$ cat src/rtl/axi_arb_pkg.sv
// Shared types and constants for the two-requester AXI memory arbiter.
package axi_arb_pkg;

    localparam int unsigned ADDR_W = 32;
    localparam int unsigned DATA_W = 32;
    localparam int unsigned STRB_W = DATA_W / 8;

    localparam logic [2:0] PROT_INSN = 3'b100;
    localparam logic [2:0] PROT_DATA = 3'b000;

    typedef enum logic [2:0] {
        IDLE,
        WR,
        WR_RESP,
        RD,
        RD_RESP,
        DONE
    } arb_state_e;

    // Request captured at grant time and held for the whole AXI transaction
    typedef struct packed {
        logic              instr;
        logic [ADDR_W-1:0] addr;
        logic [DATA_W-1:0] wdata;
        logic [STRB_W-1:0] wstrb;
    } mem_req_t;

endpackage

$ cat src/rtl/axi_arb_rr.sv
// Two-way grant picker with a pointer register.
// AXI_ARB_RR_EN defined: round-robin, pointer moves to the other requester
// after every grant. Undefined: pointer pinned to requester 0 (fixed priority).
module axi_arb_rr (
    input  logic       clk,
    input  logic       resetn,
    input  logic [1:0] req,
    input  logic       advance,
    output logic       gnt_c
);

    logic ptr_q;
    logic ptr_d;

    // Pick the lone requester, or the pointer's choice when both request
    always_comb begin
        gnt_c = 1'b0;
        case (req)
            2'b01:   gnt_c = 1'b0;
            2'b10:   gnt_c = 1'b1;
            2'b11:   gnt_c = ptr_q;
            default: gnt_c = 1'b0;
        endcase
    end

    // Pointer update on each accepted grant
    always_comb begin
        ptr_d = ptr_q;
        if (advance) begin
`ifdef AXI_ARB_RR_EN
            ptr_d = ~gnt_c;
`else
            ptr_d = 1'b0;
`endif
        end
    end

    // Pointer register, starts at requester 0
    always_ff @(posedge clk or negedge resetn) begin
        if (!resetn) begin
            ptr_q <= 1'b0;
        end else begin
            ptr_q <= ptr_d;
        end
    end

endmodule

$ cat src/rtl/axi_mem_arb2.sv
// Arbitrates two native memory requesters onto one AXI4-Lite master port,
// one outstanding transaction at a time. Arbitration mode via AXI_ARB_RR_EN.
module axi_mem_arb2
    import axi_arb_pkg::*;
#(
    parameter int unsigned INSN_PROT = 1
) (
    input  logic              clk,
    input  logic              resetn,

    input  logic              m0_mem_valid,
    input  logic              m0_mem_instr,
    input  logic [ADDR_W-1:0] m0_mem_addr,
    input  logic [DATA_W-1:0] m0_mem_wdata,
    input  logic [STRB_W-1:0] m0_mem_wstrb,
    output logic              m0_mem_ready,
    output logic [DATA_W-1:0] m0_mem_rdata,

    input  logic              m1_mem_valid,
    input  logic              m1_mem_instr,
    input  logic [ADDR_W-1:0] m1_mem_addr,
    input  logic [DATA_W-1:0] m1_mem_wdata,
    input  logic [STRB_W-1:0] m1_mem_wstrb,
    output logic              m1_mem_ready,
    output logic [DATA_W-1:0] m1_mem_rdata,

    output logic              mem_axi_awvalid,
    input  logic              mem_axi_awready,
    output logic [ADDR_W-1:0] mem_axi_awaddr,
    output logic [2:0]        mem_axi_awprot,

    output logic              mem_axi_wvalid,
    input  logic              mem_axi_wready,
    output logic [DATA_W-1:0] mem_axi_wdata,
    output logic [STRB_W-1:0] mem_axi_wstrb,

    input  logic              mem_axi_bvalid,
    output logic              mem_axi_bready,

    output logic              mem_axi_arvalid,
    input  logic              mem_axi_arready,
    output logic [ADDR_W-1:0] mem_axi_araddr,
    output logic [2:0]        mem_axi_arprot,

    input  logic              mem_axi_rvalid,
    output logic              mem_axi_rready,
    input  logic [DATA_W-1:0] mem_axi_rdata
);

    arb_state_e        state_q, state_d;
    mem_req_t          req_q, req_d, sel_c;
    logic              grant_q, grant_d;
    logic              awvalid_q, awvalid_d;
    logic              wvalid_q, wvalid_d;
    logic              bready_q, bready_d;
    logic              arvalid_q, arvalid_d;
    logic              rready_q, rready_d;
    logic [1:0]        ready_q, ready_d;
    logic [DATA_W-1:0] rdata_q, rdata_d;

    logic              gnt_c;
    logic              advance_c;

    assign advance_c = (state_q == IDLE) && (m0_mem_valid || m1_mem_valid);

    axi_arb_rr u_arb (
        .clk     (clk),
        .resetn  (resetn),
        .req     ({m1_mem_valid, m0_mem_valid}),
        .advance (advance_c),
        .gnt_c   (gnt_c)
    );

    // Request fields of the requester the picker currently favours
    always_comb begin
        sel_c.instr = gnt_c ? m1_mem_instr : m0_mem_instr;
        sel_c.addr  = gnt_c ? m1_mem_addr  : m0_mem_addr;
        sel_c.wdata = gnt_c ? m1_mem_wdata : m0_mem_wdata;
        sel_c.wstrb = gnt_c ? m1_mem_wstrb : m0_mem_wstrb;
    end

    // Next state and next values of every registered output
    always_comb begin
        state_d   = state_q;
        req_d     = req_q;
        grant_d   = grant_q;
        awvalid_d = awvalid_q;
        wvalid_d  = wvalid_q;
        arvalid_d = arvalid_q;
        rdata_d   = rdata_q;
        bready_d  = 1'b0;
        rready_d  = 1'b0;
        ready_d   = 2'b00;

        case (state_q)
            IDLE: begin
                if (advance_c) begin
                    grant_d = gnt_c;
                    req_d   = sel_c;
                    if (sel_c.wstrb != '0) begin
                        state_d   = WR;
                        awvalid_d = 1'b1;
                        wvalid_d  = 1'b1;
                    end else begin
                        state_d   = RD;
                        arvalid_d = 1'b1;
                    end
                end
            end
            WR: begin
                // Address and data channels retire independently
                if (awvalid_q && mem_axi_awready) awvalid_d = 1'b0;
                if (wvalid_q && mem_axi_wready)   wvalid_d  = 1'b0;
                if (!awvalid_d && !wvalid_d)      state_d   = WR_RESP;
            end
            WR_RESP: begin
                if (mem_axi_bvalid) state_d = DONE;
            end
            RD: begin
                if (mem_axi_arready) begin
                    arvalid_d = 1'b0;
                    state_d   = RD_RESP;
                end
            end
            RD_RESP: begin
                if (mem_axi_rvalid) begin
                    rdata_d = mem_axi_rdata;
                    state_d = DONE;
                end
            end
            DONE: begin
                state_d = IDLE;
            end
            default: begin
                state_d = IDLE;
            end
        endcase

        bready_d = (state_d == WR_RESP);
        rready_d = (state_d == RD_RESP);
        if (state_d == DONE) ready_d[grant_d] = 1'b1;
    end

    // State and output registers; reset abandons any transaction in flight
    always_ff @(posedge clk or negedge resetn) begin
        if (!resetn) begin
            state_q   <= IDLE;
            req_q     <= '0;
            grant_q   <= 1'b0;
            awvalid_q <= 1'b0;
            wvalid_q  <= 1'b0;
            bready_q  <= 1'b0;
            arvalid_q <= 1'b0;
            rready_q  <= 1'b0;
            ready_q   <= 2'b00;
            rdata_q   <= '0;
        end else begin
            state_q   <= state_d;
            req_q     <= req_d;
            grant_q   <= grant_d;
            awvalid_q <= awvalid_d;
            wvalid_q  <= wvalid_d;
            bready_q  <= bready_d;
            arvalid_q <= arvalid_d;
            rready_q  <= rready_d;
            ready_q   <= ready_d;
            rdata_q   <= rdata_d;
        end
    end

    assign mem_axi_awvalid = awvalid_q;
    assign mem_axi_awaddr  = req_q.addr;
    assign mem_axi_awprot  = PROT_DATA;
    assign mem_axi_wvalid  = wvalid_q;
    assign mem_axi_wdata   = req_q.wdata;
    assign mem_axi_wstrb   = req_q.wstrb;
    assign mem_axi_bready  = bready_q;
    assign mem_axi_arvalid = arvalid_q;
    assign mem_axi_araddr  = req_q.addr;
    assign mem_axi_arprot  = ((INSN_PROT != 0) && req_q.instr) ? PROT_INSN : PROT_DATA;
    assign mem_axi_rready  = rready_q;

    assign m0_mem_ready = ready_q[0];
    assign m1_mem_ready = ready_q[1];
    assign m0_mem_rdata = rdata_q;
    assign m1_mem_rdata = rdata_q;

endmodule

$ cat config.mk
export PLATFORM = sky130hd
export DESIGN_NAME = axi_mem_arb2
export DESIGN_NICKNAME = d
export VERILOG_FILES = /design/src/rtl/axi_arb_pkg.sv /design/src/rtl/axi_arb_rr.sv /design/src/rtl/axi_mem_arb2.sv
export SDC_FILE = /design/constraint.sdc
export NUM_CORES = 1
export LEC_CHECK = 0
export ABC_CLOCK_PERIOD_IN_PS = 1300
export BUFFER_PORTS_ARGS = -buffer_cell sky130_fd_sc_hd__buf_2
export CAP_MARGIN = 20
export CELL_PAD_IN_SITES_DETAIL_PLACEMENT = 1
export CELL_PAD_IN_SITES_GLOBAL_PLACEMENT = 1
export CORE_ASPECT_RATIO = 1.25
export CORE_MARGIN = 8
export CORE_UTILIZATION = 28
export DETAILED_ROUTE_END_ITERATION = 7
export PLACE_DENSITY = 0.76
export SLEW_MARGIN = 0
export SYNTH_ARGS = -nofsm -noshare
export SYNTH_HDL_FRONTEND = slang
export SYNTH_SLANG_ARGS = --single-unit
export TNS_END_PERCENT = 50
$ cat constraint.sdc
create_clock -name clk -period 1.3 [get_ports clk]
set_input_delay 0.065 -clock clk [delete_from_list [all_inputs] [get_ports clk]]
set_output_delay 0.065 -clock clk [all_outputs]
set_load 0.01 [all_outputs]
==> results.yml <==
cells_and_area:
  fillers: 2329
  fin_area_um2: 8630
  drive_gt1_frac: 0.505
  syn_to_final_growth_pct: 53.2
  register_area_um2: 2810
  final_nets: 1058
  multiInputGateArea_um2: 2110
  final_core_util: 0.432
timing:
  max_freq_mhz: 694
  rsz0062_at_grt: "yes"
  holdWs_ns: -0.0119
  period_needed_ns: 1.44
  worst_slack_ns: -0.140
  finClkSkew_ns: 0.00897
  finalHoldViolations: 6
  fin_crit_sh: 1.11
  slew_violations: 0
  setup_viol_count_final: 110
routing:
  postRouteAntennaNets: 0
  drt_first_pass_iters: 4
  drc: 0
  viasPerCell: 4.32
  wire_per_inst_um: 18.7
  vias: 4992
  wirelength_um: 21600
  first_iter_violations: 187
worst_hold_path:
  hold_class: "input port to flip-flop"
  hold_path_startpoint: "m0_mem_wdata[10]"
die:
  die_w_um: 143
  fp.dieArea_um2: 24900
  ioPinCount: 356
  start_util: 0.282
  die_h_um: 175
  rows: 58
  core-area_um2: 20000
grt:
  grt_max_degree: 75
  grt_pass1_vias: 5697
  track_usage: 0.163
  antenna_found_initial: 2
  grt_pass1_wl_um: 31800
  overflow: 0
clock_tree:
  clk_latency_ns: 0.36
  cts_made_buffers: 9
  cts_sinks: 112
  cts.clk_slew.worst_paths_ns: 0.08
  htreeDepth: 3
  ctsLongestPathBuffers: 2
  cts_tree: "yes"
  root_buffer: "clkbuf_16"
logic_synthesis:
  synth-main-ff-cell: "dfrtp_1"
  synth_area_leaders: "dfrtp_1, mux2i_1, buf_4, mux2_4, o21ai_0"
  synth_common_cells: "dfrtp_1, nand2_1, buf_4, mux2i_1, o21ai_0"
  ys_types: 30
  synth_area_um2: 5630
  syn_avg_cell_area_um2: 11.5
  yosys_warnings: 0
  async_flop_share: 1.00
  synth_edf_count: 0
  synth-seq-cells: 112
  synth_top_cell_area_share: 0.498
  ys_seq_area_frac: 0.498
  yosys.area.top_type: "dfrtp_1"
  synth.most_common_cell: "dfrtp_1"
  netlist_instances: 491
critical_path:
  slowest_stage: "dfrtp_2"
  cp-start-kind: "flip-flop"
  rr_startpoint: "state_q[0]"
  r2r_cells: 4
  cp-end-kind: "flip-flop"
  path_max_fanout: 10
  rrSetupSlack_ns: -0.14
  crit_type: "flip-flop to flip-flop"
  arrival_ns: 1.69
  path_cells: "nor2_4, and3_4, clkbuf_16, mux2_4"
  cp_data_required_time_ns: 1.55
  cp-startpoint: "state_q[0]"
  r2r_end: "m0_mem_rdata[28]"
  crit_path_max_incr_delay_ns: 0.47
  critPathCapture: "m0_mem_rdata[28]"
placed_design:
  io_buffers: 350
  dpl_worst_slack_ns: -0.152
  dp_hpwl_um: 15500
  gp_congestion: 0.796
  dpl_cell_area_um2: 7290
pwr:
  vdd_drop_max_v: 0.000783
  power_mw: 18.4
  p_leak_nw: 4.43
  power_density_nw_per_um2: 2130
status:
  violations: "negative hold slack, negative setup slack"
  status: "finished, violations left"
job:
  maxCapViolations: 0
-- worst min-delay path by stage --
stage / endpoint / depth (start not counted)
2_1_floorplan: grant_q / 0
4_1_cts: mem_axi_wdata[28] / 3
6_report: mem_axi_wdata[10] / 3
3_3_place_gp: mem_axi_araddr[19] / 1
3_5_place_dp: mem_axi_araddr[11] / 1
5_1_grt: mem_axi_araddr[19] / 3
-- cell usage in the layout, fill, tap and decap left out, types with 2 or more instances in the layout --
master           n
nor2b_1          4
buf_12          10
nor3b_2          2
nor4_1           2
clkinv_8         2
diode_2          2
mux2_4          31
conb_1           5
nand2_1         76
clkbuf_16       12
o21ai_0         21
mux2i_1         70
nand3_1          2
mux2_2           2
dfrtp_2          2
buf_6            2
dfrtp_1        110
buf_4           17
nor2_1           3
dlygate4sd3_1   89
buf_2          349
o21ai_1         51
clkinv_4         2
-- logic make-up (layout without fill, tap and decap cells) --
family	count (synthesis)	after routing	synth area share
buffers and inverters	98	487	0.141
other	1	7	0.000666
AO/OA/AOI/OAI	78	78	0.0711
multiplexers	103	103	0.211
flip-flops	112	112	0.498
AND/OR/NAND/NOR	99	99	0.0782
-- flip-flops by register name, summed over array words and instances, names as in the netlist, 2 cells and up --
| name | count |
|---|---|
| mem_axi_wdata | 32 |
| mem_axi_araddr | 32 |
| ready_q | 2 |
| state_q | 3 |
| mem_axi_wstrb | 4 |
| m0_mem_rdata | 32 |
-- layout make-up --
cell class	count	share of cell area
clock inverter	7	0.00899
timing repair buffer	470	0.355
multi-input combinational	285	0.245
tap	270	0.0392
sequential	112	0.325
antenna	2	0.000580
inverter	1	0.000435
clock buffer	9	0.0261
-- where the power goes --
group | leakage, nW | total (mW) | internal, mW | switching [mW]
combinational | 2.91 | 9.14 | 4.29 | 4.85
clock | 0.144 | 2.81 | 1.36 | 1.45
sequential | 1.38 | 6.43 | 5.18 | 1.25
-- per-stage QoR --
step,TNS (ns),hold WS [ns],std cells
6_report,-6.98,-0.0119,1156
5_1_grt,-13.62,0.00210,1156
4_1_cts,-12.13,0.0000812,1147
3_5_place_dp,-13.22,-0.0626,1044
3_3_place_gp,-9.23,-0.0582,1044
2_1_floorplan,-8.01,-0.231,495
-- routing by layer --
metal / GRT usage / vias to the layer above / share of wire
li1: - / 2369 / -
met1: 0.166 / 2395 / 0.36
met2: 0.299 / 205 / 0.53
met3: 0.0587 / 23 / 0.087
met4: 0.0515 / 0 / 0.017
met5: 0 / - / 0
-- repair_timing --
action	CTS	global route
endpoints found under the hold margin	177	2
pin swaps	0	4
gates resized for setup	4	48
endpoints found under the setup margin	109	110
buffers inserted	0	2
gates cloned	0	3
hold buffers	87	2
-- critical path: cells and delay by family, from the launching register on --
family                 cells  cell delay (ns)
muxes                      1             0.30
DFF                        1             0.47
and+or+nand+nor            2             0.37
buffers and inverters      1             0.19
Note: power is estimated with default switching activity, not from simulation.
